--- src/rtl/accel_spi_driver.sv ---
// SPI mode-3 master for an accelerometer: one config write after reset, then
// back-to-back reads of a single signed byte, each published with a strobe.
module accel_spi_driver #(
   parameter int         CLK_DIV    = 4,
   parameter int         GAP_CYCLES = 16,
   parameter logic [5:0] CFG_ADDR   = 6'h20,
   parameter logic [7:0] CFG_DATA   = 8'h57,
   parameter logic [5:0] DATA_ADDR  = 6'h29
) (
   input  logic       sys_clock,
   input  logic       reset,
   input  logic       enable,
   output logic       mosi,
   input  logic       miso,
   output logic       scl,
   output logic       cs,
   output logic       accel_osync,
   output logic [7:0] accel_value
);
   localparam int             CNT_MAX    = (CLK_DIV > GAP_CYCLES) ? CLK_DIV : GAP_CYCLES;
   localparam int             CW         = $clog2(CNT_MAX) + 1;
   localparam logic [CW-1:0]  DIV_LAST   = CW'(CLK_DIV - 1);
   localparam logic [CW-1:0]  GAP_LAST   = CW'(GAP_CYCLES - 1);
   localparam logic [5:0]     LAST_PHASE = 6'd33;
   localparam logic [15:0]    CFG_WORD   = {2'b00, CFG_ADDR, CFG_DATA};
   localparam logic [15:0]    READ_WORD  = {2'b10, DATA_ADDR, 8'h00};

   typedef enum logic [2:0] {IDLE, CFG, GAP, READ, HOLD} state_t;

   state_t          state_q, state_d;
   logic [CW-1:0]   cnt_q, cnt_d;
   logic [5:0]      phase_q, phase_d;
   logic [15:0]     tx_q, tx_d;
   logic [7:0]      rx_q, rx_d;
   logic [7:0]      value_q, value_d;
   logic            cs_q, cs_d, scl_q, scl_d, mosi_q, mosi_d, osync_q, osync_d;
   logic            phase_end, start_read;

   // A frame is 34 phases of CLK_DIV cycles: 0 = setup, odd 1..31 = scl low,
   // even 2..32 = scl high, 33 = hold. Edges happen on phase boundaries.
   always_comb begin
      state_d    = state_q;
      cnt_d      = cnt_q;
      phase_d    = phase_q;
      tx_d       = tx_q;
      rx_d       = rx_q;
      value_d    = value_q;
      cs_d       = cs_q;
      scl_d      = scl_q;
      mosi_d     = mosi_q;
      osync_d    = 1'b0;
      start_read = 1'b0;
      phase_end  = (cnt_q == DIV_LAST);
      case (state_q)
         IDLE: begin
            if (enable) begin
               state_d = CFG;
               cs_d    = 1'b0;
               cnt_d   = '0;
               phase_d = '0;
               tx_d    = CFG_WORD;
            end
         end
         CFG, READ: begin
            cnt_d = phase_end ? '0 : cnt_q + 1'b1;
            if (phase_end) begin
               phase_d = phase_q + 6'd1;
               if (phase_q == LAST_PHASE) begin
                  cs_d    = 1'b1;
                  state_d = GAP;
                  if (state_q == READ) begin
                     value_d = rx_q;
                     osync_d = 1'b1;
                  end
               end else if (phase_q[0]) begin
                  scl_d = 1'b1;
                  // only the second byte of a frame carries read data
                  if (phase_q >= 6'd17) rx_d = {rx_q[6:0], miso};
               end else if (phase_q != 6'd32) begin
                  scl_d  = 1'b0;
                  mosi_d = tx_q[15];
                  tx_d   = {tx_q[14:0], 1'b0};
               end
            end
         end
         GAP: begin
            cnt_d = cnt_q + 1'b1;
            if (cnt_q == GAP_LAST) begin
               if (enable) start_read = 1'b1;
               else        state_d    = HOLD;
            end
         end
         HOLD: begin
            if (enable) start_read = 1'b1;
         end
         default: state_d = IDLE;
      endcase
      if (start_read) begin
         state_d = READ;
         cs_d    = 1'b0;
         cnt_d   = '0;
         phase_d = '0;
         tx_d    = READ_WORD;
      end
   end

   always_ff @(posedge sys_clock) begin
      if (reset) begin
         state_q <= IDLE;
         cnt_q   <= '0;
         phase_q <= '0;
         tx_q    <= '0;
         rx_q    <= '0;
         value_q <= '0;
         cs_q    <= 1'b1;
         scl_q   <= 1'b1;
         mosi_q  <= 1'b0;
         osync_q <= 1'b0;
      end else begin
         state_q <= state_d;
         cnt_q   <= cnt_d;
         phase_q <= phase_d;
         tx_q    <= tx_d;
         rx_q    <= rx_d;
         value_q <= value_d;
         cs_q    <= cs_d;
         scl_q   <= scl_d;
         mosi_q  <= mosi_d;
         osync_q <= osync_d;
      end
   end

   assign mosi        = mosi_q;
   assign scl         = scl_q;
   assign cs          = cs_q;
   assign accel_osync = osync_q;
   assign accel_value = value_q;

endmodule

--- config.mk ---
export PLATFORM = sky130hd
export DESIGN_NAME = accel_spi_driver
export DESIGN_NICKNAME = d
export VERILOG_FILES = /design/src/rtl/accel_spi_driver.sv
export SDC_FILE = /design/constraint.sdc
export NUM_CORES = 1
export LEC_CHECK = 0
export BUFFER_PORTS_ARGS = -buffer_cell sky130_fd_sc_hd__buf_2
export CAP_MARGIN = 20
export CORE_AREA = 2 2 64 66
export CTS_CLUSTER_SIZE = 24
export DETAILED_ROUTE_END_ITERATION = 16
export DIE_AREA = 0 0 66 68
export PLACE_DENSITY = 0.75
export SKIP_CTS_REPAIR_TIMING = 1
export SYNTH_ARGS = -nofsm -noshare
export SYNTH_HDL_FRONTEND = slang
export SYNTH_SLANG_ARGS = --single-unit
--- constraint.sdc ---
create_clock -name sys_clock -period 3 [get_ports sys_clock]
set_input_delay 0.45 -clock sys_clock [delete_from_list [all_inputs] [get_ports sys_clock]]
set_output_delay 0.45 -clock sys_clock [all_outputs]
set_load 0.1 [all_outputs]
==> impl_metrics.ini, run 1 <==
[status]
outcome = complete, no violations

[critical_path]
worstRegToRegCells = 6
start_kind = flip-flop
cp.required_ns = 3.25
cp_max_fo = 9
crit_type = flip-flop to flip-flop
cp.arrival_ns = 2.66
slowest_stage = a2111o_1
r2r_start = phase_q[0]$_SDFFE_PP0P_
worstReg2RegEnd = tx_q[12]$_SDFFE_PP0P_
crit_family = compound AO/OA/AOI/OAI gates
slowest_delay_ns = 0.55
crit_cells = 6
r2r_slack_ns = 0.59
endpoint = tx_q[12]$_SDFFE_PP0P_
path_cells = inv_1 > ha_1 > or2_2 > a2111o_1 > nor2_1 > a22o_1
crit_buf_inv = 1
crit_start = phase_q[0]$_SDFFE_PP0P_
worstSetupEndpointType = flip-flop

[final_layout]
drive_gt1_frac = 0.1565
layout_commonest_cell = dfxtp_1
final_cells = 280
layout.nets = 240
layout_common_cells = dfxtp_1, nand2_1, mux2i_1
area_growth_syn_to_layout_pct = 8.568
n_antenna_cell = 0
fillerInstances = 348
final_area_sq_mm = 0.002315

[placement]
dp.cells = 273
dpl.hpwl_mm = 2.739
place_area_sq_mm = 0.002232
io_buffers = 15
gp_congestion = 0.8604

[yosys]
netlist_top_cells_area = dfxtp_1, mux2i_1, nand2_1
async_reset_ff_frac = 0
seq_area_frac_synth = 0.4695
synth_top_area_cell = dfxtp_1
synth_top_area_frac = 0.4695
yosys_most_used_dff = dfxtp_1
syn_inst = 216
synth.distinct_cells = 47
synth-warning-count = 0
synth_area_sq_mm = 0.002132
synth_edf_count = 0
synth-seq-cells = 50
synth_area_per_cell_sq_um = 9.871
syn_nets = 226

[clock_tree]
cts_buffers = 5
cts_buffer_depth = 2
cts_root_buf = clkbuf_8
insertion_delay_ns = 0.30
htree_levels = 2
clk_pin_slew_worst_paths_ns = 0.09
cts_tree = done
cts.sinks = 50

[floorplan]
die_area_sq_mm = 0.004488
start_util = 0.5529
core_region_area_sq_mm = 0.003856
die_y_um = 68
rows = 23
io_pins = 16
die_x_um = 66

[sta]
rsz0062_at_grt = false
tightestPinTransition_ns = 0.8316
maxSlewHeadroom = 0.4418
hold_violations = 0
finalClockSkew_ns = 0.01134
clock.fmax_mhz = 414.6
timing.final.max_slew_violations = 0
fin_crit_ns = 2.412
setup_tns_ns = 0
period_share = 0.8040
finalSetupViolations = 0

[pwr]
p_total_uw = 1159
p_leak_uw = 0.0009318
ir_drop_mv = 0.2552
power_density_mw_per_mm2 = 500.9

[worst_hold_path]
hold_path.class = input pin to flip-flop
min_path_cells = 2

[routing]
wl_mm = 3.866
drcViolationCount = 0
antenna_left = 0
avgViaCountPerCell = 5.561
drtIter0Drc = 69
routed-via-count = 1557
wire_per_inst_um = 13.81
dr.pass1.iters = 4

[global_routing]
antenna_found_initial = 0
grt_pass1_wl_mm = 6.630
gr-usage-all-layers = 0.1944
grt_max_degree = 20
overflow = 0
grt_pass1_vias = 1439

[job]
cap_violations = 0
## report_power, final
part	internal, uW	leakage, uW	switching (uW)
clock network	161	0.0000444	215
registers	680	0.000406	14.7
logic	33.8	0.000482	54.5
total	875	0.000932	284
## kinds of logic (layout without fill, tap and decap cells)
kind of cell | Yosys count | count (layout) | synth area share
AOI/OAI and AO/OA | 50 | 50 | 0.1766
adders and majority gates | 6 | 6 | 0.03521
buffers and inverters | 16 | 30 | 0.03638
xor gates and xnor gates | 4 | 4 | 0.01643
DFF | 50 | 50 | 0.4695
and+or+nand+nor | 72 | 72 | 0.1813
muxes | 18 | 18 | 0.08451
## Yosys cell counts, drive strengths merged, types with 4 or more instances
library cell / instances
dfxtp: 50
nand2: 25
mux2i: 18
a21oi: 13
nor2: 11
a22o: 7
ha: 6
inv: 6
o21ai: 6
clkbuf: 5
o221a: 5
and2: 4
buf: 4
nand2b: 4
nand3: 4
nor2b: 4
or3: 4
## registers in the layout, indices dropped and copies added (netlist names)
| name | flops |
|---|---|
| rx_q | 8 |
| accel_osync | 1 |
| phase_q | 6 |
| cnt_q | 5 |
| accel_value | 8 |
| state_q | 3 |
| scl | 1 |
| tx_q | 16 |
| mosi | 1 |
| cs | 1 |
## worst min-delay path by stage
stage	end	slack (ns)	startpoint
2_1_floorplan	tx_q[10]$_SDFFE_PP0P_	0.43	tx_q[10]$_SDFFE_PP0P_
3_3_place_gp	accel_value[1]$_SDFFE_PP0P_	0.45	accel_value[1]$_SDFFE_PP0P_
3_5_place_dp	accel_value[1]$_SDFFE_PP0P_	0.45	accel_value[1]$_SDFFE_PP0P_
4_1_cts	state_q[2]$_SDFFE_PP0P_	0.36	enable
5_1_grt	state_q[2]$_SDFFE_PP0P_	0.37	enable
6_report	state_q[2]$_SDFFE_PP0P_	0.37	enable
## stage by stage
step | utilization | setup slack [ns] | hold slack [ns]
floorplan | - | 0.8947 | 0.4342
global placement | 0.5788 | 0.6870 | 0.4458
detailed placement | 0.5788 | 0.6222 | 0.4506
CTS | 0.6003 | 0.5906 | 0.3614
global route | 0.6003 | 0.4374 | 0.3705
finish | 0.6003 | 0.5880 | 0.3673
## metal layers
metal	GRT usage	wire length [um]
met1	0.2459	1896
met2	0.3106	1743
met3	0.05428	150
met4	0.08929	76
met5	0	0
## worst register-to-register path: cells and delay by family (launching register included)
family	cells	cell delay (ns)
DFF	1	0.48
buffers and inverters	1	0.17
and+or+nand+nor	2	0.72
AOI/OAI and AO/OA	2	0.77
adders and majority gates	1	0.23
## area by class of cell
type / instances / area, sq um / area share
Clock buffer: 5 / 68.82 / 0.02973
Clock inverter: 2 / 13.76 / 0.005946
Inverter: 7 / 26.28 / 0.01135
Multi-Input combinational cell: 150 / 1060 / 0.4578
Sequential cell: 50 / 1001 / 0.4324
Tap cell: 50 / 62.56 / 0.02703
Timing Repair Buffer: 16 / 82.58 / 0.03568
No activity file was read; power rests on OpenSTA's default activity.
==> run 2, diff against run 1 <==
CORE_AREA = 2 2 67 69   (was 2 2 64 66)
DIE_AREA = 0 0 69 71   (was 0 0 66 68)
PLACE_DENSITY = 0.72   (was 0.75)
clock period = 2.2 ns   (was 3 ns; I/O delays follow)
==> run 2 against run 1 <==
Compared with the run above:
- flip-flop and latch count is the same
- final cell count up 5.7%
- largest power group unchanged
- first-iteration DRC count up 71%
- utilization down 1.7 points
- sequential power increased by 36%
- non-clock buffer count is 14 higher
- highest routed layer unchanged
- register-to-register slack lost 0.46 ns
- worst hold slack got worse by 0.11 ns
- die area up 9.2%
==> impl_metrics.ini, run 2 (synthesis results as in run 1) <==
[status]
outcome = complete, no violations

[placement]
place_area_sq_mm = 0.002325
gp_congestion = 0.7758
dp.cells = 287
dpl.hpwl_mm = 2.899
io_buffers = 15

[floorplan]
die_x_um = 69
start_util = 0.5071
core_region_area_sq_mm = 0.004204
io_pins = 16
die_area_sq_mm = 0.004899
rows = 24
die_y_um = 71

[final_layout]
final_cells = 296
layout.nets = 254
final_area_sq_mm = 0.002451
drive_gt1_frac = 0.2090
layout_commonest_cell = dfxtp_1
layout_common_cells = dfxtp_1, nand2_1, mux2i_1
top_register = tx_q
area_growth_syn_to_layout_pct = 14.96
fillerInstances = 372
n_antenna_cell = 0
largest_reg_flops = 16

[critical_path]
cp_max_fo = 10
slowest_delay_ns = 0.51
slowest_stage = or4_1
crit_family = simple AND/OR/NAND/NOR gates
cp.arrival_ns = 2.30
start_kind = flip-flop
crit_type = flip-flop to flip-flop
cp.required_ns = 2.43
worstSetupEndpointType = flip-flop
crit_buf_inv = 0
path_cells = ha_1 > or4b_4 > o32a_2 > or4_1 > a21oi_1
r2r_slack_ns = 0.13

[sta]
hold_violations = 0
finalClockSkew_ns = 0.005171
maxSlewHeadroom = 0.5875
fin_crit_ns = 2.073
tightestPinTransition_ns = 0.6168
rsz0062_at_grt = true
clock.fmax_mhz = 482.4
period_share = 0.9422
timing.final.max_slew_violations = 0
finalSetupViolations = 0

[clock_tree]
cts_root_buf = clkbuf_8
insertion_delay_ns = 0.30
cts.sinks = 50
cts_buffers = 5
clk_pin_slew_worst_paths_ns = 0.09
cts_tree = done
htree_levels = 2
cts_buffer_depth = 2

[global_routing]
gr-usage-all-layers = 0.1765
grt_pass1_wl_mm = 7.107
overflow = 0
grt_max_degree = 20
grt_pass1_vias = 1579
antenna_found_initial = 0

[routing]
avgViaCountPerCell = 5.402
drtIter0Drc = 118
wire_per_inst_um = 13.49
wl_mm = 3.993
dr.pass1.iters = 5
drcViolationCount = 0
routed-via-count = 1599
antenna_left = 0

[worst_hold_path]
hold_path.class = input pin to flip-flop

[pwr]
p_leak_uw = 0.001012
ir_drop_mv = 0.4186
power_density_mw_per_mm2 = 699.5

[job]
cap_violations = 0
==> run 2: report_power, final <==
group / total (uW) / leakage (uW) / switching [uW] / internal, uW
Combinational: 137 / 0.000552 / 80.9 / 55.9
Sequential: 944 / 0.000406 / 16.1 / 928
Clock: 634 / 0.0000542 / 299 / 335
Total: 1710 / 0.00101 / 396 / 1320
==> run 2: layout make-up <==
type,instances,area [sq um],share of cell area
tap,52,65.06,0.02654
timing repair buffer,30,187.7,0.07657
multi-input combinational,150,1064,0.4339
sequential,50,1001,0.4084
clock inverter,2,38.79,0.01582
inverter,7,26.28,0.01072
clock buffer,5,68.82,0.02808
==> run 2: through the flow <==
stage	total power, uW	hold WS, ns	TNS, ns	setup slack, ns	utilization
finish	1715	0.2621	0	0.1271	0.5830
global route	1778	0.2638	-0.002526	-0.002526	0.5830
CTS	1723	0.2471	0	0.09822	0.5786
detailed placement	1100	0.4504	0	0.1219	0.5530
global placement	1099	0.4434	0	0.1762	0.5530
floorplan	1063	0.4087	0	0.09465	-
==> run 2: layer usage <==
layer	wire length [um]	GRT usage	share of wire	vias to the layer above
met2	1778	0.2874	0.45	28
met5	0	0	0	-
li1	-	-	-	837
met3	145	0.04701	0.036	7
met4	53	0.05447	0.013	0
met1	2017	0.2308	0.51	727
==> run 2: final timing paths <==
kind	start	end	cells past startpoint
worst max-delay path	cnt_q[0]$_SDFFE_PP0P_	phase_q[5]$_SDFFE_PP0P_	5
worst min-delay path	enable	state_q[2]$_SDFFE_PP0P_	2
worst max register to register	cnt_q[0]$_SDFFE_PP0P_	phase_q[5]$_SDFFE_PP0P_	5
worst min register to register	accel_value[2]$_SDFFE_PP0P_	accel_value[2]$_SDFFE_PP0P_	2
==> run 2: worst register-to-register path, cell delays in order (launching register included) <==
cell	delay, ns
dfxtp_1	0.37
ha_1	0.19
or4b_4	0.50
o32a_2	0.27
or4_1	0.51
a21oi_1	0.16
==> run 3, diff against run 2 <==
CELL_PAD_IN_SITES_DETAIL_PLACEMENT = 0   (was not set)
CELL_PAD_IN_SITES_GLOBAL_PLACEMENT = 2   (was not set)
CORE_AREA = 2 2 78 80   (was 2 2 67 69)
DIE_AREA = 0 0 80 82   (was 0 0 69 71)
PLACE_DENSITY = not set   (was 0.72)
PLACE_DENSITY_LB_ADDON = 0.1   (was not set)
clock period = 2.05 ns   (was 2.2 ns; I/O delays follow)
==> run 3 against run 2 <==
Compared with the run above:
- non-clock buffer count rose by 5
- setup slack lost 0.040 ns
- final cell count up 9.8%
- combinational power rose by 22%
- clock skew is 0.0062 ns higher
- final area rose by 5.0%
- via count grew 3.6%
- fmax rose by 5.6%
- clock power rose by 16%
- critical path depth up 1
- first-iteration DRC count fell by 24%
==> impl_metrics.ini, run 3 (synthesis results as in run 1) <==
[clock_tree]
cts_tree = done
cts.sinks = 50
insertion_delay_ns = 0.30
clk_pin_slew_worst_paths_ns = 0.10
cts_root_buf = clkbuf_8
cts_buffer_depth = 2
htree_levels = 2
cts_buffers = 5

[sta]
setup_tns_ns = 0
rsz0062_at_grt = false
hold_violations = 0
period_share = 0.9575
finalClockSkew_ns = 0.01141
fin_crit_ns = 1.963
maxSlewHeadroom = 0.6611
clock.fmax_mhz = 509.4
tightestPinTransition_ns = 0.5049
finalSetupViolations = 0
timing.final.max_slew_violations = 0

[floorplan]
core_region_area_sq_mm = 0.005746
die_area_sq_mm = 0.006560
die_y_um = 82
io_pins = 16
rows = 28
start_util = 0.3711
die_x_um = 80

[routing]
wire_per_inst_um = 13.09
drcViolationCount = 0
antenna_left = 0
dr.pass1.iters = 4
wl_mm = 4.253
drtIter0Drc = 90
avgViaCountPerCell = 5.095
routed-via-count = 1656

[pwr]
power_density_mw_per_mm2 = 744.8
ir_drop_mv = 0.3484
p_leak_uw = 0.001049

[placement]
gp_congestion = 0.7722
io_buffers = 15
dpl.hpwl_mm = 3.220
place_area_sq_mm = 0.002409
dp.cells = 317

[critical_path]
slowest_stage = or4b_4
start_kind = flip-flop
crit_type = flip-flop to flip-flop
crit_buf_inv = 1
cp.required_ns = 2.29
crit_family = simple AND/OR/NAND/NOR gates
worstRegToRegCells = 6
cp_max_fo = 9
path_cells = ha_4 > or4b_4 > o32a_2 > buf_4 > or3_4 > a21oi_2
slowest_delay_ns = 0.50
crit_cells = 6
cp.arrival_ns = 2.20
worstSetupEndpointType = flip-flop

[worst_hold_path]
min_path_cells = 2
hold_path.class = input pin to flip-flop

[final_layout]
layout.nets = 259
layout_common_cells = dfxtp_1, nand2_1, buf_4
n_antenna_cell = 0
fillerInstances = 580
drive_gt1_frac = 0.2640
layout_commonest_cell = dfxtp_1
final_cells = 325
top_register = tx_q
final_area_sq_mm = 0.002572
largest_reg_flops = 16
area_growth_syn_to_layout_pct = 20.66

[global_routing]
overflow = 0
grt_max_degree = 19
antenna_found_initial = 0
grt_pass1_wl_mm = 7.417
grt_pass1_vias = 1611
gr-usage-all-layers = 0.1426
grt_most_used_layer = met2
globalRouteMet2Util = 0.2308
grt_use_met3 = 0.03407
met1_usage = 0.1853

[status]
outcome = complete, no violations

[job]
cap_violations = 0
## run 3: routing by layer
metal	vias to the layer above	share of wire	wire, um
met5	-	0	0
met4	0	0.018	75
met3	7	0.030	129
met2	23	0.47	1984
met1	775	0.49	2064
li1	851	-	-
## run 3: area by class of cell
type / instances / area (sq um) / area share
multi-input combinational: 150 / 1101 / 0.4280
sequential: 50 / 1005 / 0.3906
timing repair buffer: 35 / 225.2 / 0.08755
tap: 75 / 93.84 / 0.03648
clock buffer: 6 / 82.58 / 0.03210
clock inverter: 2 / 38.79 / 0.01508
inverter: 7 / 26.28 / 0.01021
## run 3: report_power, final
| part | total, uW | switching (uW) | internal, uW | leakage, uW |
|---|---|---|---|---|
| clock | 734 | 333 | 402 | 0.0000618 |
| combinational | 167 | 93.7 | 73.6 | 0.000580 |
| sequential | 1010 | 17.9 | 997 | 0.000407 |
| total | 1920 | 444 | 1470 | 0.00105 |
## run 3: path summary, 6_finish.rpt
check	start	endpoint	slack [ns]
worst max-delay path	cnt_q[1]$_SDFFE_PP0P_	phase_q[3]$_SDFFE_PP0P_	0.09
worst min-delay path	enable	state_q[2]$_SDFFE_PP0P_	0.23
worst max register to register	cnt_q[1]$_SDFFE_PP0P_	phase_q[3]$_SDFFE_PP0P_	0.09
worst min register to register	accel_value[2]$_SDFFE_PP0P_	accel_value[2]$_SDFFE_PP0P_	0.46
## run 3: through the flow
stage,setup slack (ns),total power [uW],hold slack (ns),utilization
4_1_cts,-0.07704,1935,0.2187,0.4403
5_1_grt,0.002912,1994,0.2242,0.4477
3_3_place_gp,0.02038,1196,0.4434,0.4192
3_5_place_dp,-0.03989,1199,0.4499,0.4192
6_report,0.08709,1916,0.2276,0.4477
2_1_floorplan,0.04550,1141,0.3862,-
